## src/rtl/phone_pattern_detector_if.sv

```systemverilog
// Character bus between the upstream classifier, the phone pattern detector and the capture logic.
// The end-of-stream strobe eos is present only when PPD_EOS_FLUSH_EN is defined.
interface phone_pattern_detector_if #(
  parameter int DATA_W = 8,
  parameter int CNT_W  = 16
);
  logic              en;
  logic [DATA_W-1:0] data_in;
  logic              is_number_in;
  logic              is_white_in;
  logic              mode;
  logic              clear_cnt;
`ifdef PPD_EOS_FLUSH_EN
  logic              eos;
`endif
  logic [DATA_W-1:0] data_out;
  logic              data_valid;
  logic              match_short;
  logic              match_long;
  logic [CNT_W-1:0]  match_cnt;
  logic              busy;

`ifdef PPD_EOS_FLUSH_EN
  modport master (
    output en, data_in, is_number_in, is_white_in, mode, clear_cnt, eos,
    input  data_out, data_valid, match_short, match_long, match_cnt, busy
  );
  modport slave (
    input  en, data_in, is_number_in, is_white_in, mode, clear_cnt, eos,
    output data_out, data_valid, match_short, match_long, match_cnt, busy
  );
`else
  modport master (
    output en, data_in, is_number_in, is_white_in, mode, clear_cnt,
    input  data_out, data_valid, match_short, match_long, match_cnt, busy
  );
  modport slave (
    input  en, data_in, is_number_in, is_white_in, mode, clear_cnt,
    output data_out, data_valid, match_short, match_long, match_cnt, busy
  );
`endif
endinterface

```

## src/rtl/phone_pattern_detector.sv

```systemverilog
// Run-length FSM detecting GROUP_CNT groups of GROUP_LEN digits bounded by non-digits, with a match counter.
// Optional feature macro PPD_EOS_FLUSH_EN adds an end-of-stream flush that terminates a pending match.
module phone_pattern_detector #(
  parameter int GROUP_LEN = 3,
  parameter int GROUP_CNT = 3,
  parameter int DATA_W    = 8,
  parameter int CNT_W     = 16
) (
  input logic                     clk,
  input logic                     rst,
  phone_pattern_detector_if.slave bus
);
  localparam int TOTAL  = GROUP_LEN * GROUP_CNT;
  localparam int DCNT_W = $clog2(TOTAL + 1);
  localparam int GCNT_W = $clog2(GROUP_CNT + 1);
  localparam logic [DCNT_W-1:0] TOTAL_C = DCNT_W'(TOTAL);
  localparam logic [DCNT_W-1:0] GLEN_C  = DCNT_W'(GROUP_LEN);
  localparam logic [DCNT_W-1:0] DONE_C  = DCNT_W'(1);
  localparam logic [GCNT_W-1:0] GLAST_C = GCNT_W'(GROUP_CNT - 1);
  localparam logic [GCNT_W-1:0] GONE_C  = GCNT_W'(1);

  typedef enum logic [2:0] {BND, DIG, SEP, TAIL, REJ} state_e;

  state_e            state_q, state_d;
  logic [DCNT_W-1:0] dcnt_q, dcnt_d, dinc;
  logic [GCNT_W-1:0] gcnt_q, gcnt_d;
  logic              mode_q, mode_d;
  logic [DATA_W-1:0] data_q;
  logic              valid_q;
  logic              short_q, short_d;
  logic              long_q, long_d;
  logic [CNT_W-1:0]  cnt_q, cnt_d;
  logic              flush, digit, white, match;

`ifdef PPD_EOS_FLUSH_EN
  assign flush = bus.eos;
`else
  assign flush = 1'b0;
`endif

  assign digit = bus.is_number_in;
  assign white = bus.is_white_in & ~bus.is_number_in;
  assign dinc  = dcnt_q + DONE_C;
  assign match = short_d | long_d;

  always_comb begin
    state_d = state_q;
    dcnt_d  = dcnt_q;
    gcnt_d  = gcnt_q;
    mode_d  = mode_q;
    short_d = 1'b0;
    long_d  = 1'b0;
    if (flush) begin
      state_d = BND;
      short_d = (state_q == TAIL) & ~mode_q;
      long_d  = (state_q == TAIL) & mode_q;
    end else if (bus.en) begin
      if (state_q == BND) mode_d = bus.mode;
      unique case (state_q)
        BND: begin
          if (digit) begin
            dcnt_d  = DONE_C;
            gcnt_d  = '0;
            state_d = (TOTAL == 1) ? TAIL : DIG;
          end
        end
        DIG: begin
          if (!mode_q) begin
            if (digit) begin
              dcnt_d = dinc;
              if (dinc == TOTAL_C) state_d = TAIL;
            end else begin
              state_d = BND;
            end
          end else if (digit) begin
            // a digit beyond a full group that cannot end the pattern makes the run unusable
            if (dcnt_q < GLEN_C) begin
              dcnt_d = dinc;
              if (dinc == GLEN_C && gcnt_q == GLAST_C) state_d = TAIL;
            end else begin
              state_d = REJ;
            end
          end else if (white && dcnt_q == GLEN_C && gcnt_q < GLAST_C) begin
            state_d = SEP;
            gcnt_d  = gcnt_q + GONE_C;
          end else begin
            state_d = BND;
          end
        end
        SEP: begin
          if (digit) begin
            dcnt_d  = DONE_C;
            state_d = (GROUP_LEN == 1 && gcnt_q == GLAST_C) ? TAIL : DIG;
          end else begin
            state_d = BND;
          end
        end
        TAIL: begin
          if (digit) begin
            state_d = REJ;
          end else begin
            state_d = BND;
            short_d = ~mode_q;
            long_d  = mode_q;
          end
        end
        REJ: begin
          if (!digit) state_d = BND;
        end
        default: state_d = BND;
      endcase
    end
  end

  always_comb begin
    cnt_d = cnt_q;
    if (bus.clear_cnt) cnt_d = CNT_W'(match);
    else if (match && cnt_q != {CNT_W{1'b1}}) cnt_d = cnt_q + CNT_W'(1);
  end

  always_ff @(posedge clk or posedge rst) begin
    if (rst) begin
      state_q <= BND;
      dcnt_q  <= '0;
      gcnt_q  <= '0;
      mode_q  <= 1'b0;
      data_q  <= '0;
      valid_q <= 1'b0;
      short_q <= 1'b0;
      long_q  <= 1'b0;
      cnt_q   <= '0;
    end else begin
      state_q <= state_d;
      dcnt_q  <= dcnt_d;
      gcnt_q  <= gcnt_d;
      mode_q  <= mode_d;
      valid_q <= bus.en | flush;
      short_q <= short_d;
      long_q  <= long_d;
      cnt_q   <= cnt_d;
      if (bus.en | flush) data_q <= bus.data_in;
    end
  end

  assign bus.data_out    = data_q;
  assign bus.data_valid  = valid_q;
  assign bus.match_short = short_q;
  assign bus.match_long  = long_q;
  assign bus.match_cnt   = cnt_q;
  assign bus.busy        = (state_q != BND);
endmodule
```

## src/flat_wrapper.sv

```systemverilog
// flat-port wrapper written by rule: the top's interface ports become plain ports
module phone_pattern_detector_flat 
#(
  parameter int GROUP_LEN = 3,
  parameter int GROUP_CNT = 3,
  parameter int DATA_W    = 8,
  parameter int CNT_W     = 16
)
  (clk, rst, bus_en, bus_data_in, bus_is_number_in, bus_is_white_in, bus_mode, bus_clear_cnt, bus_data_out, bus_data_valid, bus_match_short, bus_match_long, bus_match_cnt, bus_busy);
  phone_pattern_detector_if #(.DATA_W(DATA_W), .CNT_W(CNT_W)) bus_i ();
  input logic clk;
  input logic rst;
  input wire logic [$bits(bus_i.en)-1:0] bus_en;
  input wire logic [$bits(bus_i.data_in)-1:0] bus_data_in;
  input wire logic [$bits(bus_i.is_number_in)-1:0] bus_is_number_in;
  input wire logic [$bits(bus_i.is_white_in)-1:0] bus_is_white_in;
  input wire logic [$bits(bus_i.mode)-1:0] bus_mode;
  input wire logic [$bits(bus_i.clear_cnt)-1:0] bus_clear_cnt;
  output wire logic [$bits(bus_i.data_out)-1:0] bus_data_out;
  output wire logic [$bits(bus_i.data_valid)-1:0] bus_data_valid;
  output wire logic [$bits(bus_i.match_short)-1:0] bus_match_short;
  output wire logic [$bits(bus_i.match_long)-1:0] bus_match_long;
  output wire logic [$bits(bus_i.match_cnt)-1:0] bus_match_cnt;
  output wire logic [$bits(bus_i.busy)-1:0] bus_busy;
  assign bus_i.en = bus_en;
  assign bus_i.data_in = bus_data_in;
  assign bus_i.is_number_in = bus_is_number_in;
  assign bus_i.is_white_in = bus_is_white_in;
  assign bus_i.mode = bus_mode;
  assign bus_i.clear_cnt = bus_clear_cnt;
  assign bus_data_out = bus_i.data_out;
  assign bus_data_valid = bus_i.data_valid;
  assign bus_match_short = bus_i.match_short;
  assign bus_match_long = bus_i.match_long;
  assign bus_match_cnt = bus_i.match_cnt;
  assign bus_busy = bus_i.busy;
  phone_pattern_detector #(.GROUP_LEN(GROUP_LEN), .GROUP_CNT(GROUP_CNT), .DATA_W(DATA_W), .CNT_W(CNT_W)) u_core (.clk(clk), .rst(rst), .bus(bus_i));
endmodule
```

## config.mk

```make
export PLATFORM = sky130hd
export DESIGN_NAME = phone_pattern_detector_flat
export DESIGN_NICKNAME = d
export VERILOG_FILES = /design/src/rtl/phone_pattern_detector_if.sv /design/src/rtl/phone_pattern_detector.sv /design/src/flat_wrapper.sv
export SDC_FILE = /design/constraint.sdc
export NUM_CORES = 1
export LEC_CHECK = 0
export ABC_AREA = 1
export BUFFER_PORTS_ARGS = -buffer_cell sky130_fd_sc_hd__buf_2
export CAP_MARGIN = 20
export CORE_AREA = 5 5 64 80
export CTS_CLUSTER_DIAMETER = 200
export DETAILED_ROUTE_END_ITERATION = 10
export DIE_AREA = 0 0 69 85
export PLACE_DENSITY = 0.79
export SYNTH_ARGS = -nofsm -noshare
export SYNTH_HDL_FRONTEND = slang
export SYNTH_SLANG_ARGS = --single-unit
```

## constraint.sdc

```tcl
create_clock -name clk -period 4.04 [get_ports clk]
set_clock_uncertainty 0.1 [all_clocks]
set_input_delay 0.404 -clock clk [delete_from_list [all_inputs] [get_ports clk]]
set_output_delay 0.404 -clock clk [all_outputs]
set_load 0.005 [all_outputs]
```

==> impl_metrics.csv <==
group,metric,value,unit
status,outcome,"finished, final reports clean",
flow_run,maxCapViolations,0,
timing,final_max_slew_viol_count,0,
layout,area_growth,15.9,%
power,seqPwrFrac,44.8,%
clocking,cts_resized,0,
synth,synth-seq-cells,37,
synth,yosysTopAreaCellShare,43.1,%
power,p_leak,1.37,nW
timing,rsz0062_at_grt,"false",
synth,netlist_top_cells_area,"dfrtp_1, nand2_1, inv_1, nor2_1, nand3_1",
global_routing,grt_use_total,17.5,%
synth,synth_edf_count,0,
global_routing,grt_start_max_net_pins,38,
timing,tns,0,ns
hold_path,min_path_type,"in -> async",
power,total_power,1.09,mW
synth,synth_area,2150,um^2
floorplanning,core-area,4320,um^2
setup_path,path_max_fanout,12,
place,routabilityCongestion,0.866,
setup_path,required,4.13,ns
power,switchingPower,0.424,mW
timing,clock.fmax,0.493,GHz
power,p_int,0.662,mW
setup_path,worstSetupStartpointType,"register",
layout,layout.nets,363,
clocking,postCtsSetupBuffers,0,
clocking,clk_pin_slew,0.08,ns
route,first_iter_violations,107,
floorplanning,start_util,49.7,%
floorplanning,ios,43,
synth,synth.distinct_cells,27,
global_routing,antenna_found_initial,0,
timing,fin_crit,2.03,ns
place,placed_cell_area,2400,um^2
route,dr.pass1.iters,5,
place,pre_cts_slack,1.88,ns
layout,finalInstanceArea,2490,um^2
synth,synthTopCellsByCount,"nand2_1, dfrtp_1, inv_1",
power,power_density,436,nW/um^2
timing,hold_viol,0,
route,ant_nets,0,
power,pwr-share-comb,30.8,%
place,port_buffers,42,
synth,syn_inst,299,
synth,ys_seq_area_share,43.1,%
synth,ys.flop_type,"dfrtp_1",
clocking,htree_levels,2,
route,wl,4820,um
floorplanning,die_h,85,um
power,worst_ir_drop_vdd,0.312,mV
timing,setup_ws,2.01,ns
timing,whs,0.0995,ns
clocking,cts_buffers,5,
clocking,clock_latency,0.29,ns
floorplanning,die_x,69,um
setup_path,worst-setup-path-type,"reg -> reg",
power,clock_power_share,24.4,%
clocking,hold_buffers,0,
power,switching_share,39.0,%
clocking,clockBufferDepth,2,
global_routing,grt_pass1_wl,8490,um
timing,min_period_over_period,50.2,%
setup_path,endpoint_kind,"register",
route,viasPerCell,5.01,
timing,setup_violations,0,
synth,mappedNetlistNets,319,
timing,slew_headroom,67.5,%
clocking,clockRootBuffer,"clkbuf_8",
synth,synth_largest_area_cell,"dfrtp_1",
route,route.detailed.drc,0,
global_routing,grt_pass1_vias,1926,
synth,synth.most_common_cell,"nand2_1",
global_routing,overflow,0,
clocking,cts.sinks,37,
floorplanning,num_rows,27,
place,dp_hpwl,3540,um
synth,async_flop_share,100,%
synth,synth_warnings,0,
timing,worst_slew_pin_slew,0.488,ns
layout,drive_above_1_share,17.7,%
floorplanning,die_area,5870,um^2
route,wl_per_cell,12.0,um
layout,antenna_cells,0,
synth,avgSynthCellArea,7.18,um^2
route,vias,2013,
setup_path,worst_ep_arrival_time,2.12,ns
clocking,cts_tree,"yes",
==> cell type report <==
cell class | count | area [um^2]
flip-flops and latches | 37 | 926
clock buffers | 5 | 68.8
fillers | 438 | 1830
inverters | 34 | 128
clock inverters | 3 | 21.3
multi-input cells | 222 | 1060
repair buffers | 43 | 218
well taps | 58 | 72.6
==> worst max-delay path, cell delays in order (launching register included) <==
cell,delay [ns]
dfrtp_1,0.43
ha_1,0.25
nand3_2,0.10
inv_1,0.10
nand2_2,0.10
nor2_4,0.05
o21ai_2,0.40
inv_2,0.22
nand2_1,0.11
nand2_1,0.05
==> registers in the layout, summed over array words and instances, names as in the netlist <==
name	flops
u_core.gcnt_q	2
u_core.dcnt_q	4
u_core.bus.match_short	1
u_core.bus.match_long	1
u_core.bus.match_cnt	16
u_core.bus.data_valid	1
u_core.mode_q	1
u_core.state_q	3
u_core.bus.data_out	8
==> cell usage in the layout, fill, tap and decap left out, types with 2 or more instances in the layout <==
cell type	instances
nor2_1	31
inv_1	33
buf_2	42
nand2_1	112
xor2_1	8
dfrtp_1	37
or2_2	2
nor2_4	2
ha_1	5
nand3_1	21
nor4_1	2
nand4_1	12
o21ai_0	6
a21oi_1	6
clkbuf_8	5
o21ai_1	5
and2_1	2
==> cell families after synthesis <==
| family | synth area share, % |
|---|---|
| flip-flops | 43.1 |
| adder cells (fa/ha/maj) | 2.91 |
| AND/OR/NAND/NOR | 38.3 |
| AO/OA/AOI/OAI | 4.72 |
| XOR/XNOR | 3.26 |
| buffers and inverters | 7.75 |
==> worst paths after layout <==
path	endpoint	start	cells after the start	slack, ns
worst max-delay path	u_core.bus.match_cnt[9]$_DFFE_PP0P_	u_core.bus.match_cnt[0]$_DFFE_PP0P_	9	2.01
worst min-delay path	u_core.bus.match_cnt[1]$_DFFE_PP0P_	rst	3	0.1
worst max register to register	u_core.bus.match_cnt[9]$_DFFE_PP0P_	u_core.bus.match_cnt[0]$_DFFE_PP0P_	9	2.01
worst min register to register	u_core.bus.data_out[1]$_DFFE_PP0P_	u_core.bus.data_out[1]$_DFFE_PP0P_	2	0.37
max in group asynchronous	u_core.bus.match_cnt[8]$_DFFE_PP0P_	rst	3	3.41
min in group clk	u_core.bus.data_out[6]$_DFFE_PP0P_	bus_data_in[6]	3	0.21
==> through the flow <==
step | cells | util (%)
after CTS | 402 | 57.6
after global routing | 402 | 57.6
after floorplan | 299 | -
after detailed placement | 394 | 55.5
after global placement | 394 | 55.5
final | 402 | 57.6
==> metal layers <==
layer	GRT usage (%)	part of all wire [%]	vias up
met3	5.21	6.0	2
met4	5.33	0.44	0
met2	31.9	53	60
met5	0	0	-
li1	-	-	1033
met1	19.5	41	918
==> power groups by stage <==
stage	sequential, mW	combinational [mW]	clock [mW]
floorplan	0.477	0.252	0
global placement	0.488	0.322	0
detailed placement	0.490	0.335	0
CTS	0.484	0.338	0.275
global route	0.493	0.391	0.292
finish	0.486	0.334	0.265
Note: power is estimated with default switching activity, not from simulation.
